`src/rtl/axis_write_2d.sv`:
```
// axis_write_2d: strided stream-to-AXI writer.
// A four-word descriptor (base address, beats per row, row stride in bytes,
// row count) arrives over the shared config bus after the block's ID word.
// Each row is split into AXI write bursts of at most BURST_MAX beats; the
// stream is passed straight through to the W channel (no data buffering).
// Optional build macro: AXIS_WRITE_4K_SPLIT_EN -- when defined, bursts are
// also clamped so that none crosses a 4 KiB boundary.
//
// Handshake rule on every channel: a transfer happens on the rising clk edge
// where the sender's valid and the receiver's ready are both high; a sender
// holds its payload stable while valid is high and ready is low.
module axis_write_2d #(
    parameter int CFG_ID         = 1,
    parameter int CFG_ADDR       = 23,
    parameter int CFG_DATA       = 24,
    parameter int CFG_AWIDTH     = 5,
    parameter int CFG_DWIDTH     = 32,
    parameter int AXI_LEN_WIDTH  = 8,
    parameter int AXI_ADDR_WIDTH = 32,
    parameter int AXI_DATA_WIDTH = 32,
    parameter int BURST_MAX      = 16
) (
    input  logic                      clk,
    input  logic                      rst,
    input  logic [CFG_AWIDTH-1:0]     cfg_addr,
    input  logic [CFG_DWIDTH-1:0]     cfg_data,
    input  logic                      cfg_valid,
    output logic                      cfg_ready,
    output logic [AXI_ADDR_WIDTH-1:0] axi_awaddr,
    output logic [AXI_LEN_WIDTH-1:0]  axi_awlen,
    output logic                      axi_awvalid,
    input  logic                      axi_awready,
    output logic [AXI_DATA_WIDTH-1:0] axi_wdata,
    output logic                      axi_wlast,
    output logic                      axi_wvalid,
    input  logic                      axi_wready,
    input  logic [AXI_DATA_WIDTH-1:0] data,
    input  logic                      valid,
    output logic                      ready,
    output logic                      busy,
    output logic                      done
);

    localparam int BYTES  = AXI_DATA_WIDTH / 8;
    localparam int BSHIFT = $clog2(BYTES);

    typedef enum logic [4:0] {
        S_IDLE   = 5'b00001,
        S_CONFIG = 5'b00010,
        S_PREP   = 5'b00100,
        S_ADDR   = 5'b01000,
        S_DATA   = 5'b10000
    } state_t;

    state_t                    r_state;
    logic [1:0]                r_word;
    logic [AXI_ADDR_WIDTH-1:0] r_base;
    logic [CFG_DWIDTH-1:0]     r_len;
    logic [CFG_DWIDTH-1:0]     r_stride;
    logic [AXI_ADDR_WIDTH-1:0] r_addr;
    logic [AXI_ADDR_WIDTH-1:0] r_row_base;
    logic [CFG_DWIDTH-1:0]     r_beats_left;
    logic [CFG_DWIDTH-1:0]     r_rows_left;
    logic [CFG_DWIDTH-1:0]     r_burst;
    logic [CFG_DWIDTH-1:0]     r_beat;
    logic [AXI_ADDR_WIDTH-1:0] r_awaddr;
    logic [AXI_LEN_WIDTH-1:0]  r_awlen;
    logic                      r_awvalid;
    logic                      r_done;

    logic                      w_cfg_ready;
    logic [AXI_ADDR_WIDTH-1:0] w_cfg_base;
    logic [CFG_DWIDTH-1:0]     w_burst_cap;
    logic [CFG_DWIDTH-1:0]     w_burst;
    logic                      w_wlast;
    logic                      w_w_hs;
    logic [AXI_ADDR_WIDTH-1:0] w_addr_step;
    logic [CFG_DWIDTH-1:0]     w_beats_rem;
    logic [CFG_DWIDTH-1:0]     w_rows_rem;
    logic [AXI_ADDR_WIDTH-1:0] w_next_row_base;

    // Config bus is only accepted while no transfer is in progress.
    assign w_cfg_ready = (r_state == S_IDLE) || (r_state == S_CONFIG);

    // Base address is forced beat-aligned.
    assign w_cfg_base = AXI_ADDR_WIDTH'(cfg_data) & ~(AXI_ADDR_WIDTH'(BYTES - 1));

    assign w_burst_cap = (r_beats_left < CFG_DWIDTH'(BURST_MAX)) ?
                         r_beats_left : CFG_DWIDTH'(BURST_MAX);

`ifdef AXIS_WRITE_4K_SPLIT_EN
    logic [CFG_DWIDTH-1:0] w_4k_room;
    // Beats left before the next 4 KiB boundary (address is beat-aligned).
    assign w_4k_room = CFG_DWIDTH'((13'h1000 - {1'b0, r_addr[11:0]}) >> BSHIFT);
    assign w_burst   = (w_4k_room < w_burst_cap) ? w_4k_room : w_burst_cap;
`else
    assign w_burst   = w_burst_cap;
`endif

    // wlast comes purely from the beat counter, never from the stream valid.
    assign w_wlast         = (r_state == S_DATA) && (r_beat == r_burst - CFG_DWIDTH'(1));
    assign w_w_hs          = (r_state == S_DATA) && valid && axi_wready;
    assign w_addr_step     = AXI_ADDR_WIDTH'(r_burst) << BSHIFT;
    assign w_beats_rem     = r_beats_left - r_burst;
    assign w_rows_rem      = r_rows_left - CFG_DWIDTH'(1);
    assign w_next_row_base = r_row_base + AXI_ADDR_WIDTH'(r_stride);

    assign cfg_ready   = w_cfg_ready;
    assign axi_awaddr  = r_awaddr;
    assign axi_awlen   = r_awlen;
    assign axi_awvalid = r_awvalid;
    assign axi_wdata   = data;
    assign axi_wvalid  = (r_state == S_DATA) && valid;
    assign axi_wlast   = w_wlast;
    assign ready       = (r_state == S_DATA) && axi_wready;
    // busy covers the done cycle even though the FSM is already back in IDLE.
    assign busy        = (r_state == S_PREP) || (r_state == S_ADDR) ||
                         (r_state == S_DATA) || r_done;
    assign done        = r_done;

    // Descriptor capture, burst planning and W-channel beat tracking.
    always_ff @(posedge clk) begin
        if (rst) begin
            r_state      <= S_IDLE;
            r_word       <= '0;
            r_base       <= '0;
            r_len        <= '0;
            r_stride     <= '0;
            r_addr       <= '0;
            r_row_base   <= '0;
            r_beats_left <= '0;
            r_rows_left  <= '0;
            r_burst      <= '0;
            r_beat       <= '0;
            r_awaddr     <= '0;
            r_awlen      <= '0;
            r_awvalid    <= 1'b0;
            r_done       <= 1'b0;
        end else begin
            r_done <= 1'b0;
            case (r_state)
                S_IDLE: begin
                    if (cfg_valid && cfg_addr == CFG_AWIDTH'(CFG_ADDR) &&
                        cfg_data == CFG_DWIDTH'(CFG_ID)) begin
                        r_word  <= '0;
                        r_state <= S_CONFIG;
                    end
                end
                S_CONFIG: begin
                    if (cfg_valid && cfg_addr == CFG_AWIDTH'(CFG_DATA)) begin
                        r_word <= r_word + 2'd1;
                        case (r_word)
                            2'd0: r_base   <= w_cfg_base;
                            2'd1: r_len    <= cfg_data;
                            2'd2: r_stride <= cfg_data;
                            default: begin
                                r_rows_left  <= cfg_data;
                                r_addr       <= r_base;
                                r_row_base   <= r_base;
                                r_beats_left <= r_len;
                                r_state      <= S_PREP;
                            end
                        endcase
                    end
                end
                S_PREP: begin
                    if (r_len == '0 || r_rows_left == '0) begin
                        r_done  <= 1'b1;
                        r_state <= S_IDLE;
                    end else begin
                        r_burst   <= w_burst;
                        r_awaddr  <= r_addr;
                        r_awlen   <= AXI_LEN_WIDTH'(w_burst - CFG_DWIDTH'(1));
                        r_awvalid <= 1'b1;
                        r_beat    <= '0;
                        r_state   <= S_ADDR;
                    end
                end
                S_ADDR: begin
                    if (axi_awready) begin
                        r_awvalid <= 1'b0;
                        r_state   <= S_DATA;
                    end
                end
                S_DATA: begin
                    if (w_w_hs) begin
                        if (w_wlast) begin
                            r_beat <= '0;
                            if (w_beats_rem == '0) begin
                                r_rows_left  <= w_rows_rem;
                                r_row_base   <= w_next_row_base;
                                r_addr       <= w_next_row_base;
                                r_beats_left <= r_len;
                                if (w_rows_rem == '0) begin
                                    r_done  <= 1'b1;
                                    r_state <= S_IDLE;
                                end else begin
                                    r_state <= S_PREP;
                                end
                            end else begin
                                r_addr       <= r_addr + w_addr_step;
                                r_beats_left <= w_beats_rem;
                                r_state      <= S_PREP;
                            end
                        end else begin
                            r_beat <= r_beat + CFG_DWIDTH'(1);
                        end
                    end
                end
                default: r_state <= S_IDLE;
            endcase
        end
    end

endmodule

```
`config.mk`:
```
export PLATFORM = sky130hd
export DESIGN_NAME = axis_write_2d
export DESIGN_NICKNAME = d
export VERILOG_FILES = /design/src/rtl/axis_write_2d.sv
export SDC_FILE = /design/constraint.sdc
export NUM_CORES = 1
export LEC_CHECK = 0
export CORE_MARGIN = 2
export CORE_UTILIZATION = 50
export CTS_CLUSTER_SIZE = 25
export DETAILED_ROUTE_END_ITERATION = 16
export GPL_ROUTABILITY_DRIVEN = 0
export PLACE_DENSITY = 0.7
export RECOVER_POWER = 25
export SYNTH_ARGS = -nofsm -noshare
export SYNTH_HDL_FRONTEND = slang
export SYNTH_SLANG_ARGS = --single-unit
```
`constraint.sdc`:
```
create_clock -name clk -period 5.2 [get_ports clk]
set_input_delay 1.04 -clock clk [delete_from_list [all_inputs] [get_ports clk]]
set_output_delay 1.04 -clock clk [all_outputs]
set_load 0.02 [all_outputs]
```
==> impl_metrics.csv <==
group,metric,value,unit
run_status,status,"finished with violations",
run_status,failed_checks,"max-capacitance violations, max-slew violations",
final_layout,multiInputGateArea,0.0129,sq mm
timing,fin_crit_sh,96.7,%
logic_synthesis,ys.flop_type,"dfxtp_1",
timing,holdWs,0.449,ns
logic_synthesis,synth_edf_count,0,
global_route,grt-ovfl-total,0,
floorplan,die_y,208,um
clock_network,cts.clk_slew.worst_paths,0.06,ns
drt,first_pass_iters,6,
final_layout,area_delta_synth_final,11.1,%
drt,viasPerCell,6.40,
placed_design,pre_cts_ws,0.273,ns
global_route,grtUsageMet3,6.91,%
clock_network,cts_buffer_depth,3,
timing,fin_setup_tns,0,ns
timing,rsz0062_at_grt,"no",
setup_path,worst-path-max-fanout,7,
logic_synthesis,synthCells,2722,
power_and_ir_drop,swShare,23.1,%
power_and_ir_drop,power,5580,uW
power_and_ir_drop,combPwrFrac,3.2,%
placed_design,hpwl,51300,um
power_and_ir_drop,p_int,4290,uW
logic_synthesis,ys_warn_count,0,
logic_synthesis,syn_area,0.0208,sq mm
floorplan,dieArea,0.0432,sq mm
floorplan,core,0.0409,sq mm
global_route,grt_util_met1,43.5,%
logic_synthesis,synth.distinct_cells,90,
timing,fmax,199,MHz
final_layout,diodes,0,
setup_path,cp-start-kind,"register",
power_and_ir_drop,net-switching-power,1290,uW
min_path,hold_depth,2,
timing,finClkSkew,0.0174,ns
clock_network,numClockSinks,335,
setup_path,cp.arrival,3.99,ns
global_route,grt_pass1_vias,18900,
timing,worst_slack,0.171,ns
drt,routedWlPerCell,21.7,um
timing,fin_crit,5.03,ns
clock_network,clock_latency,0.58,ns
final_layout,regArea,0.00671,sq mm
timing,slew_headroom,-12.8,%
floorplan,io_pins,154,
drt,wl,70600,um
global_route,grt_use_met2,47.2,%
logic_synthesis,syn_avg_cell_area,7.63,sq um
global_route,top_usage_layer,"met2",
logic_synthesis,synth_most_common_cell,"nand2_1",
setup_path,reg2reg_depth,14,
timing,worst_pin_slew,1.69,ns
floorplan,rows,74,
drt,drc,0,
clock_network,root_buffer,"clkbuf_16",
clock_network,cts_tree,"built",
logic_synthesis,yosys.area.top_type,"dfxtp_1",
logic_synthesis,synth_top_cell_area_share,32.3,%
global_route,grt_first_pass_wirelength,108000,um
power_and_ir_drop,pwr-share-clk,50.7,%
power_and_ir_drop,p_seq_share,46.1,%
floorplan,die_w,208,um
logic_synthesis,synth_seq_cells,335,
timing,finalHoldViolations,0,
global_route,antenna_found_initial,2,
logic_synthesis,yosysSeqAreaShare,32.3,%
power_and_ir_drop,ir_drop,0.000183,V
placed_design,placement.io_buffers,89,
timing,drv_slew,33,
global_route,grt_max_degree,119,
drt,drtAntennaViolNets,0,
setup_path,crit_type,"register to primary output",
final_layout,fillers,3843,
logic_synthesis,synthTopCellsByArea,"dfxtp_1 32%, nand2_1 8.1%, a21oi_1 6.5%",
drt,vias,20800,
setup_path,worstPathRequired,4.16,ns
logic_synthesis,ys_async_sr_fraction,0,%
floorplan,initial_core_util,50.7,%
power_and_ir_drop,p_leak,0.00899,uW
final_layout,nets,2873,
power_and_ir_drop,pwr_density_cell,242,mW/mm^2
setup_path,cp-end-kind,"primary output",
logic_synthesis,syn_nets,2900,
final_layout,drive_gt1_share,5.10,%
drt,drt_iter0_markers,2359,
min_path,hold_class,"register to register",
clock_network,cts_max_level,2,
job,maxCapViolCount,1,
global_route,grt_usage,31.5,%
logic_synthesis,ys_top_cells_by_count,"449 x nand2_1, 335 x dfxtp_1, 270 x a21oi_1",
clock_network,numCtsBuffers,39,
timing,setup_viol,0,
through the flow:
stage                     instances  utilization (%)  cell area (sq um)
after floorplan                2722                -              20800
after global placement         3186             53.2              21800
after detailed placement       3186             53.2              21800
after CTS                      3256             56.4              23100
after global routing           3256             56.3              23100
final                          3256             56.3              23100
layout by cell type, fill, tap and decap left out, drive strengths merged, types with 32 or more instances in the layout:
master         instances
and3                  35
nor3                  86
xnor2                 91
clkdlybuf4s50         44
nor2                 231
a21oi                270
nand3                 59
ha                   100
clkbuf                61
dlygate4sd3           43
dfxtp                335
nor4                  45
a31oi                 32
a311oi                37
nand2                450
inv                   80
o21ai                126
xor2                  62
or3                   36
cell type report:
type	count	area share, %
multi-input combinational	2117	56.0
timing repair buffer	123	5.10
tap	532	2.89
clock buffer	57	4.92
clock inverter	13	0.695
inverter	79	1.29
sequential	335	29.1
final timing paths:
check	from	slack, ns	to
min	axi_awaddr[31]$_SDFFE_PP0P_	0.45	axi_awaddr[31]$_SDFFE_PP0P_
min reg2reg	axi_awaddr[31]$_SDFFE_PP0P_	0.45	axi_awaddr[31]$_SDFFE_PP0P_
max	r_burst[1]$_SDFFE_PP0P_	0.17	axi_wlast
max reg2reg	r_burst[4]$_SDFFE_PP0P_	0.37	r_rows_left[28]$_SDFFE_PP0P_
repair_timing:
item                       in CTS  in global routing
buffers inserted                0                  0
hold buffers                    0                  0
gates resized for setup         3                  0
setup endpoints to repair       1                  0
metal layers:
layer / vias to the layer above / wire, um / share of wire (%)
met5: - / 23 / 0.033
met4: 4 / 3480 / 4.9
met3: 191 / 7220 / 10
met2: 1113 / 30000 / 42
met1: 9844 / 29900 / 42
li1: 9687 / - / -
worst max-delay path: stages, from the launching register on:
cell	delay, ns
dfxtp_1	0.31
inv_1	0.14
ha_1	0.30
or4b_4	0.56
nor4_4	0.28
nand4_1	0.16
mux2_4	0.34
or3_1	0.32
or2_2	0.32
nor4_2	0.29
dlygate4sd2_1	0.39
power groups by stage:
stage | combinational (uW) | sequential, uW | clock, uW
4_1_cts | 171 | 2570 | 2850
6_report | 177 | 2570 | 2830
3_5_place_dp | 170 | 2630 | 0
5_1_grt | 182 | 2570 | 2960
2_1_floorplan | 107 | 2630 | 0
3_3_place_gp | 170 | 2630 | 0
kinds of logic after synthesis:
kind of cell	count (synthesis)	share of synthesized area, %
AOI/OAI and AO/OA	736	22.9
xor gates and xnor gates	153	6.46
adders and majority gates	103	6.32
buffers and inverters	270	5.67
DFF	335	32.3
muxes	37	1.84
and+or+nand+nor	1088	24.5
Note: power is estimated with default switching activity, not from simulation.
